`src/rtl/fifo_wr_arbiter.sv`:
```
// Round-robin write arbiter sharing one FIFO write port among g_NUM_REQ producers.
// Each grant accepts up to g_BURST words and never writes while the FIFO is full.
module fifo_wr_arbiter #(
  parameter int g_WIDTH   = 8,
  parameter int g_NUM_REQ = 4,
  parameter int g_BURST   = 4
) (
  input  logic                           i_clk,
  input  logic                           i_rst,
  input  logic [g_NUM_REQ-1:0]           i_req_valid,
  input  logic [g_NUM_REQ*g_WIDTH-1:0]   i_req_data,
  output logic [g_NUM_REQ-1:0]           o_req_ready,
  input  logic                           i_fifo_full,
  output logic                           o_fifo_wr_en,
  output logic [g_WIDTH-1:0]             o_fifo_wr_data,
  output logic [$clog2(g_NUM_REQ)-1:0]   o_grant_src,
  output logic                           o_busy
);

  localparam int c_IDX_W  = $clog2(g_NUM_REQ);
  localparam int c_BEAT_W = $clog2(g_BURST + 1);

  localparam logic [0:0] c_IDLE  = 1'b0;
  localparam logic [0:0] c_GRANT = 1'b1;

  localparam logic [c_IDX_W-1:0]  c_LAST_RST  = c_IDX_W'(g_NUM_REQ - 1);
  localparam logic [c_BEAT_W-1:0] c_BEAT_LAST = c_BEAT_W'(g_BURST - 1);
  localparam logic [c_BEAT_W-1:0] c_BEAT_ONE  = c_BEAT_W'(1);

  logic [0:0]          r_state;
  logic [c_IDX_W-1:0]  r_grant;
  logic [c_IDX_W-1:0]  r_last;
  logic [c_BEAT_W-1:0] r_beats;

  logic                w_found;
  logic                w_hit;
  logic [c_IDX_W-1:0]  w_idx;
  logic [c_IDX_W-1:0]  w_pick;
  logic                w_busy;
  logic                w_valid_g;
  logic                w_xfer;
  logic [g_WIDTH-1:0]  w_lane;

  // Search r_last+1, r_last+2, ... with wrap; the first valid requester wins.
  always_comb begin
    w_found = 1'b0;
    w_hit   = 1'b0;
    w_idx   = '0;
    w_pick  = '0;
    for (int k = 1; k <= g_NUM_REQ; k++) begin
      w_idx   = c_IDX_W'((int'(r_last) + k) % g_NUM_REQ);
      w_hit   = !w_found && i_req_valid[w_idx];
      w_pick  = w_hit ? w_idx : w_pick;
      w_found = w_found | w_hit;
    end
  end

  assign w_busy    = (r_state == c_GRANT);
  assign w_valid_g = i_req_valid[r_grant];
  assign w_xfer    = w_busy & w_valid_g & ~i_fifo_full;
  assign w_lane    = i_req_data[int'(r_grant)*g_WIDTH +: g_WIDTH];

  assign o_fifo_wr_en = w_xfer;
  assign o_grant_src  = r_grant;
  assign o_busy       = w_busy;

  // Handshake and write data follow the granted lane; full withholds ready.
  always_comb begin
    o_req_ready = '0;
    if (w_busy) begin
      o_req_ready[r_grant] = ~i_fifo_full;
      o_fifo_wr_data       = w_lane;
    end else begin
      o_fifo_wr_data       = '0;
    end
  end

  // Arbitration FSM: IDLE picks the next requester, GRANT counts beats until burst end or release.
  always_ff @(posedge i_clk or posedge i_rst) begin
    if (i_rst) begin
      r_state <= c_IDLE;
      r_grant <= '0;
      r_last  <= c_LAST_RST;
      r_beats <= '0;
    end else begin
      case (r_state)
        c_IDLE: begin
          if (w_found) begin
            r_grant <= w_pick;
            r_beats <= '0;
            r_state <= c_GRANT;
          end else begin
            r_state <= c_IDLE;
          end
        end
        c_GRANT: begin
          if (w_xfer) begin
            r_beats <= r_beats + c_BEAT_ONE;
          end else begin
            r_beats <= r_beats;
          end
          // A full stall with valid held keeps the grant; valid low releases even when full.
          if (!w_valid_g || (w_xfer && (r_beats == c_BEAT_LAST))) begin
            r_state <= c_IDLE;
            r_last  <= r_grant;
          end else begin
            r_state <= c_GRANT;
          end
        end
        default: begin
          r_state <= c_IDLE;
        end
      endcase
    end
  end

endmodule

```
`config.mk`:
```
export PLATFORM = sky130hd
export DESIGN_NAME = fifo_wr_arbiter
export DESIGN_NICKNAME = d
export VERILOG_FILES = /design/src/rtl/fifo_wr_arbiter.sv
export SDC_FILE = /design/constraint.sdc
export NUM_CORES = 1
export LEC_CHECK = 0
export CAP_MARGIN = 20
export CORE_MARGIN = 10
export CORE_UTILIZATION = 37
export DETAILED_ROUTE_END_ITERATION = 10
export PLACE_DENSITY = 0.85
export SYNTH_ARGS = -nofsm -noshare
export SYNTH_HDL_FRONTEND = slang
export SYNTH_SLANG_ARGS = --single-unit
```
`constraint.sdc`:
```
create_clock -name i_clk -period 4.24 [get_ports i_clk]
set_input_delay 0.424 -clock i_clk [delete_from_list [all_inputs] [get_ports i_clk]]
set_output_delay 0.424 -clock i_clk [all_outputs]
set_load 0.01 [all_outputs]
```
==> Yosys cells after proc, flatten, opt, wreduce, memory -nomap -nowiden <==
Index checks and enable logic that the tools add are counted.
{ "totals": {"reg_bits": 8, "inputBits": 39, "out_inout_bits": 16, "word_cells": 64} }
{ "op_classes": {"add_sub_neg": 5, "order_cmp": 6, "eq_ne": 3, "shifts": 1, "mux": 24, "bitwise_logic": 8, "n_reduce_logical": 13} }
{ "ops": {"columns": ["op", "count"], "rows": [
  ["32-bit by 6-bit variable part select with 8-bit output", 1],
  ["2-bit by 3-bit < comparator with 1-bit output (second input constant)", 5],
  ["1-bit binary-select mux with 2-bit select", 5],
  ["1-bit two-way mux", 8],
  ["2-bit two-way mux", 4],
  ["8-bit two-way mux", 1],
  ["3-bit two-way mux", 2],
  ["3-bit case mux with 2 select lines", 1],
  ["2-bit AND reduction", 3],
  ["1-bit logical AND", 5],
  ["2-bit by 1-bit adder with 2-bit output (second input constant)", 2],
  ["2-bit adder (second input constant)", 2],
  ["4-bit bitwise AND", 1],
  ["1-bit zero test", 4],
  ["4-bit two-way mux", 1],
  ["3-bit by 1-bit adder with 3-bit output (second input constant)", 1],
  ["3-bit by 2-bit == test with 1-bit output (second input constant)", 1],
  ["1-bit OR", 3],
  ["1-bit bitwise AND", 2],
  ["1-bit demux with 2-bit select", 1],
  ["2-bit by 1-bit >= comparator with 1-bit output (second input constant)", 1],
  ["2-bit by 1-bit != test with 1-bit output (second input constant)", 1],
  ["2-bit != test (second input constant)", 1],
  ["1-bit NOT", 2],
  ["2 further kinds", 2]
]} }

==> Longest topological paths before layout <==
{ "logic_depth": {"depth_word": 14, "mapped_depth": 5, "depth_no_buf": 5} }

==> Worst setup path after synthesis <==
OpenSTA, ideal clock, no wires.
{ "synth_path": {"kind": "flip-flop to output port", "startpoint": "reg r_grant[0], in the netlist o_grant_src[0]", "endpoint": "out o_fifo_wr_data[0]", "arrival_ps": 1497, "t_required_ps": 3816, "slack_ps": 2319, "stages_incl_launch_ff": 5, "path_buffers": 2, "path_cell_list": "dfrtp_1 -> buf_2 -> buf_2 -> mux4_2 -> and2_1"} }
{ "synth_via": {"elab_chain_len": 2} }
{ "synth_rtl": {"columns": ["item", "line", "source"], "rows": [
  ["start: declaration", "31", "logic [c_IDX_W-1:0] r_grant;"],
  ["start signal: assignment", "89", "r_grant <= w_pick;"],
  ["32-bit by 6-bit variable part select with 8-bit output", "61", "assign w_lane = i_req_data[int'(r_grant)*g_WIDTH +: g_WIDTH];"],
  ["8-bit two-way mux", "70", "if (w_busy) begin"],
  ["end: declaration", "15", "output logic [g_WIDTH-1:0] o_fifo_wr_data,"]
]} }
Every way passes these cells.

==> Worst setup path in the final report <==
{ "layout_path": {"startpoint": "reg r_grant[1], in the netlist o_grant_src[1]", "endpoint": "out o_fifo_wr_en"} }
{ "layout_via": {"elab_chain_len": 4} }
{ "layout_rtl": {"columns": ["item", "line", "source"], "rows": [
  ["1-bit binary-select mux with 2-bit select", "59", "assign w_valid_g = i_req_valid[r_grant];"],
  ["1-bit two-way mux (not written as such)", "59", null],
  ["1-bit bitwise AND (2 in series)", "60", "assign w_xfer = w_busy & w_valid_g & ~i_fifo_full;"],
  ["end: declaration", "14", "output logic o_fifo_wr_en,"]
]} }
Every way passes these cells. The select of a mux whose other input is x is not followed.

==> key figures <==
Setup path
  – Crit path from: o_grant_src[1]
  – Cell count of the worst reg-to-reg path: 3
  – CP startpoint kind: flip-flop
  – Crit Path Max Fanout: 16
  – Critical Path AT: 2.28 ns
  – CP Class: reg2out
  – CP max stage delay: 0.71 ns
  – Crit path buffers/inverters: 2
  – Crit-path leading delay family: flip-flops
  – Critical path depth: 4
  – CP endpoint kind: primary output
  – Worst r2r src: o_grant_src[1]
  – Worst-path cell chain: mux4_2 > nand2_1 > inv_1 > clkdlybuf4s50_1
  – CP max stage cell: dfrtp_1
  – Worst EP required: 3.82 ns

Logic synthesis
  – Gate Count Post-Synth: 76
  – Synthesized net count: 117
  – Register area share after synthesis: 0.256
  – Flops & latches, synth: 8
  – Distinct cells, synth: 32
  – Main synth FF type: dfrtp_1
  – Cell Area, Synth: 793 µm²
  – Count of flip-flops with a built-in enable after synthesis: 0
  – Mean post-synth cell area: 10.4 µm²
  – Asr flop ratio synth: 1.00
  – Synth Warn #: 0

Power
  – P per Cell Area: 543 nW/µm²
  – VDD IR max: 0.421 mV
  – Clock share of power: 0.080
  – Logic pwr share: 0.632
  – Int Power: 459 µW
  – Sw Share: 0.381
  – Total power: 741 µW
  – Leak Pwr: 0.547 nW
  – Reg power frac: 0.289
  – Net Switching: 282 µW

Route
  – First-pass DRT Iterations: 4
  – Vias per cell: 5.32
  – Post-Route WL: 2940 µm
  – Post-route antenna net violation count: 0
  – Initial DRC count: 41
  – Wire per inst: 18.9 µm
  – Total number of vias: 830
  – DRC viols: 0

Clocking
  – Setup Buffers After CTS: 0
  – Worst-path clk slew: 0.05 ns
  – Cts bufs inserted: 3
  – Root buffer cell: clkbuf_4
  – CTS tree: done
  – Clock Latency Late Sink: 0.25 ns
  – Post-CTS sizing: 0
  – CTS H-tree lvls: 1
  – Sink Count: 8
  – Clock buffer depth: 2
  – Hold buffer count at CTS: 0

Status
  – Status: finished clean

Global route
  – All-layer global routing usage: 0.128
  – Initial antenna violation count: 0
  – Vias in the first global route: 868
  – First-pass GRT wire length: 4430 µm
  – Grt ovf: 0
  – Pin count of the biggest net entering global routing: 19

Placed design
  – Dpl cell area: 1340 µm²
  – Hpwl dp: 2520 µm
  – GP Congestion: 0.804
  – Port bufs: 54

Final layout
  – ANT cells: 0
  – Fin nets: 171
  – P&R area growth vs syn: 72.1%
  – Fin area: 1370 µm²
  – Layout cells sized above 1: 0.147

Timing
  – Min Tclk post-route: 2.71 ns
  – Slew HR: 0.534
  – Setup violators final: 0
  – Slew Viols, Final: 0
  – Worst-margin pin slew: 0.700 ns
  – Fin Setup TNS: 0 ns
  – Final period util: 0.639
  – Max Fclk: 369 MHz
  – RSZ-0062 raised after global routing: no
  – Final Hold Fails: 0
  – Worst clock skew: 0.00450 ns
  – Hold slack: 0.406 ns

Floorplan
  – Initial core utilization: 0.396
  – Die Height: 66.3 µm
  – Core Area: 2000 µm²
  – Std-Cell Rows: 16
  – Die W: 66.3 µm
  – Die ar.: 4400 µm²
  – # IOs: 55

Hold path
  – Worst hold path class: in2async

Flow run
  – Max Cap Viol: 0
==> cells in the mapped netlist (all sizes together) (2+ instances only) <==
master  number  area share
mux4         9        0.26
and2         8       0.063
dfrtp        6        0.19
inv          6       0.028
nand2        4       0.019
nor2         4       0.019
a21oi        3       0.024
buf          3       0.027
mux2i        3       0.038
o21ai        3       0.019
and3         2       0.016
clkbuf       2      0.0095
dfstp        2       0.066
ha           2       0.032
mux2         2       0.028
nand2b       2       0.016
nor2b        2       0.016
nor4         2       0.024
o31ai        2       0.025
==> stage by stage <==
stage                     cells  utilization  setup WS, ns
final                       156        0.682          1.53
after CTS                   156        0.682          1.50
after global placement      152        0.669          1.67
after floorplan              76            -          2.32
after global routing        156        0.682          1.38
after detailed placement    152        0.669          1.63
==> metal layers <==
layer | GRT usage | share of wire | vias up
met3 | 0.0492 | 0.15 | 0
met4 | 0.0314 | 0 | 0
met1 | 0.145 | 0.39 | 394
met5 | 0 | 0 | -
li1 | - | - | 385
met2 | 0.220 | 0.46 | 51
==> cells by family (layout without fill, tap and decap cells) <==
logic type / after synthesis / count (layout) / synth area share
multiplexers: 14 / 14 / 0.322
AO/OA/AOI/OAI: 12 / 12 / 0.112
adder cells (fa/ha/maj): 2 / 2 / 0.0315
buffers and inverters: 11 / 64 / 0.0647
flip-flops: 8 / 8 / 0.256
AND/OR/NAND/NOR: 29 / 29 / 0.214
==> registers in the layout, summed over array words and instances (netlist names) <==
register	count
o_grant_src	2
r_beats	3
o_busy	1
r_last	2
==> final timing paths <==
kind / endpoint / slack, ns
setup reg to reg: r_last[1] / 2.29
min in group i_clk: r_beats[0] / 0.50
max in group asynchronous: r_last[0] / 3.56
hold / removal: r_beats[1] / 0.41
setup / recovery: o_fifo_wr_en / 1.53
hold reg to reg: r_beats[0] / 0.50
==> placed cells by master, fill, tap and decap left out <==
| master | n |
|---|---|
| mux2i_1 | 3 |
| and2_1 | 8 |
| or2_1 | 1 |
| nand2_1 | 4 |
| a21o_1 | 1 |
| a41oi_1 | 1 |
| nand3_1 | 1 |
| and3b_1 | 1 |
| or3b_2 | 1 |
| inv_1 | 6 |
| o31ai_2 | 1 |
| o21ba_2 | 1 |
| ha_1 | 2 |
| dfstp_2 | 2 |
| a21oi_1 | 2 |
| and3_1 | 2 |
| clkbuf_1 | 1 |
| o31ai_1 | 1 |
| mux4_2 | 9 |
| a21oi_2 | 1 |
| nor2b_1 | 2 |
| nor3_1 | 1 |
| nor4_1 | 1 |
| dfrtp_1 | 6 |
| nor4_2 | 1 |
| nor2_1 | 4 |
| mux2_1 | 2 |
| nand2b_1 | 2 |
| clkbuf_4 | 3 |
| o21ai_0 | 3 |
| a31o_1 | 1 |
| clkdlybuf4s50_1 | 54 |
==> power groups by stage <==
stage                     clock, mW  sequential, mW  combinational (mW)
after floorplan                   0           0.155               0.322
after global placement            0           0.214               0.461
after detailed placement          0           0.216               0.474
after CTS                    0.0628           0.214               0.475
after global routing         0.0652           0.228               0.503
final                        0.0591           0.214               0.468
==> final cells by class <==
cell class,instances,area [µm²]
fillers,148,637
multi-input cells,57,539
clock buffers,4,26.3
repair buffers,54,541
well taps,27,33.8
inverters,6,22.5
flip-flops and latches,8,203
Power figures use the tool's default switching activity.
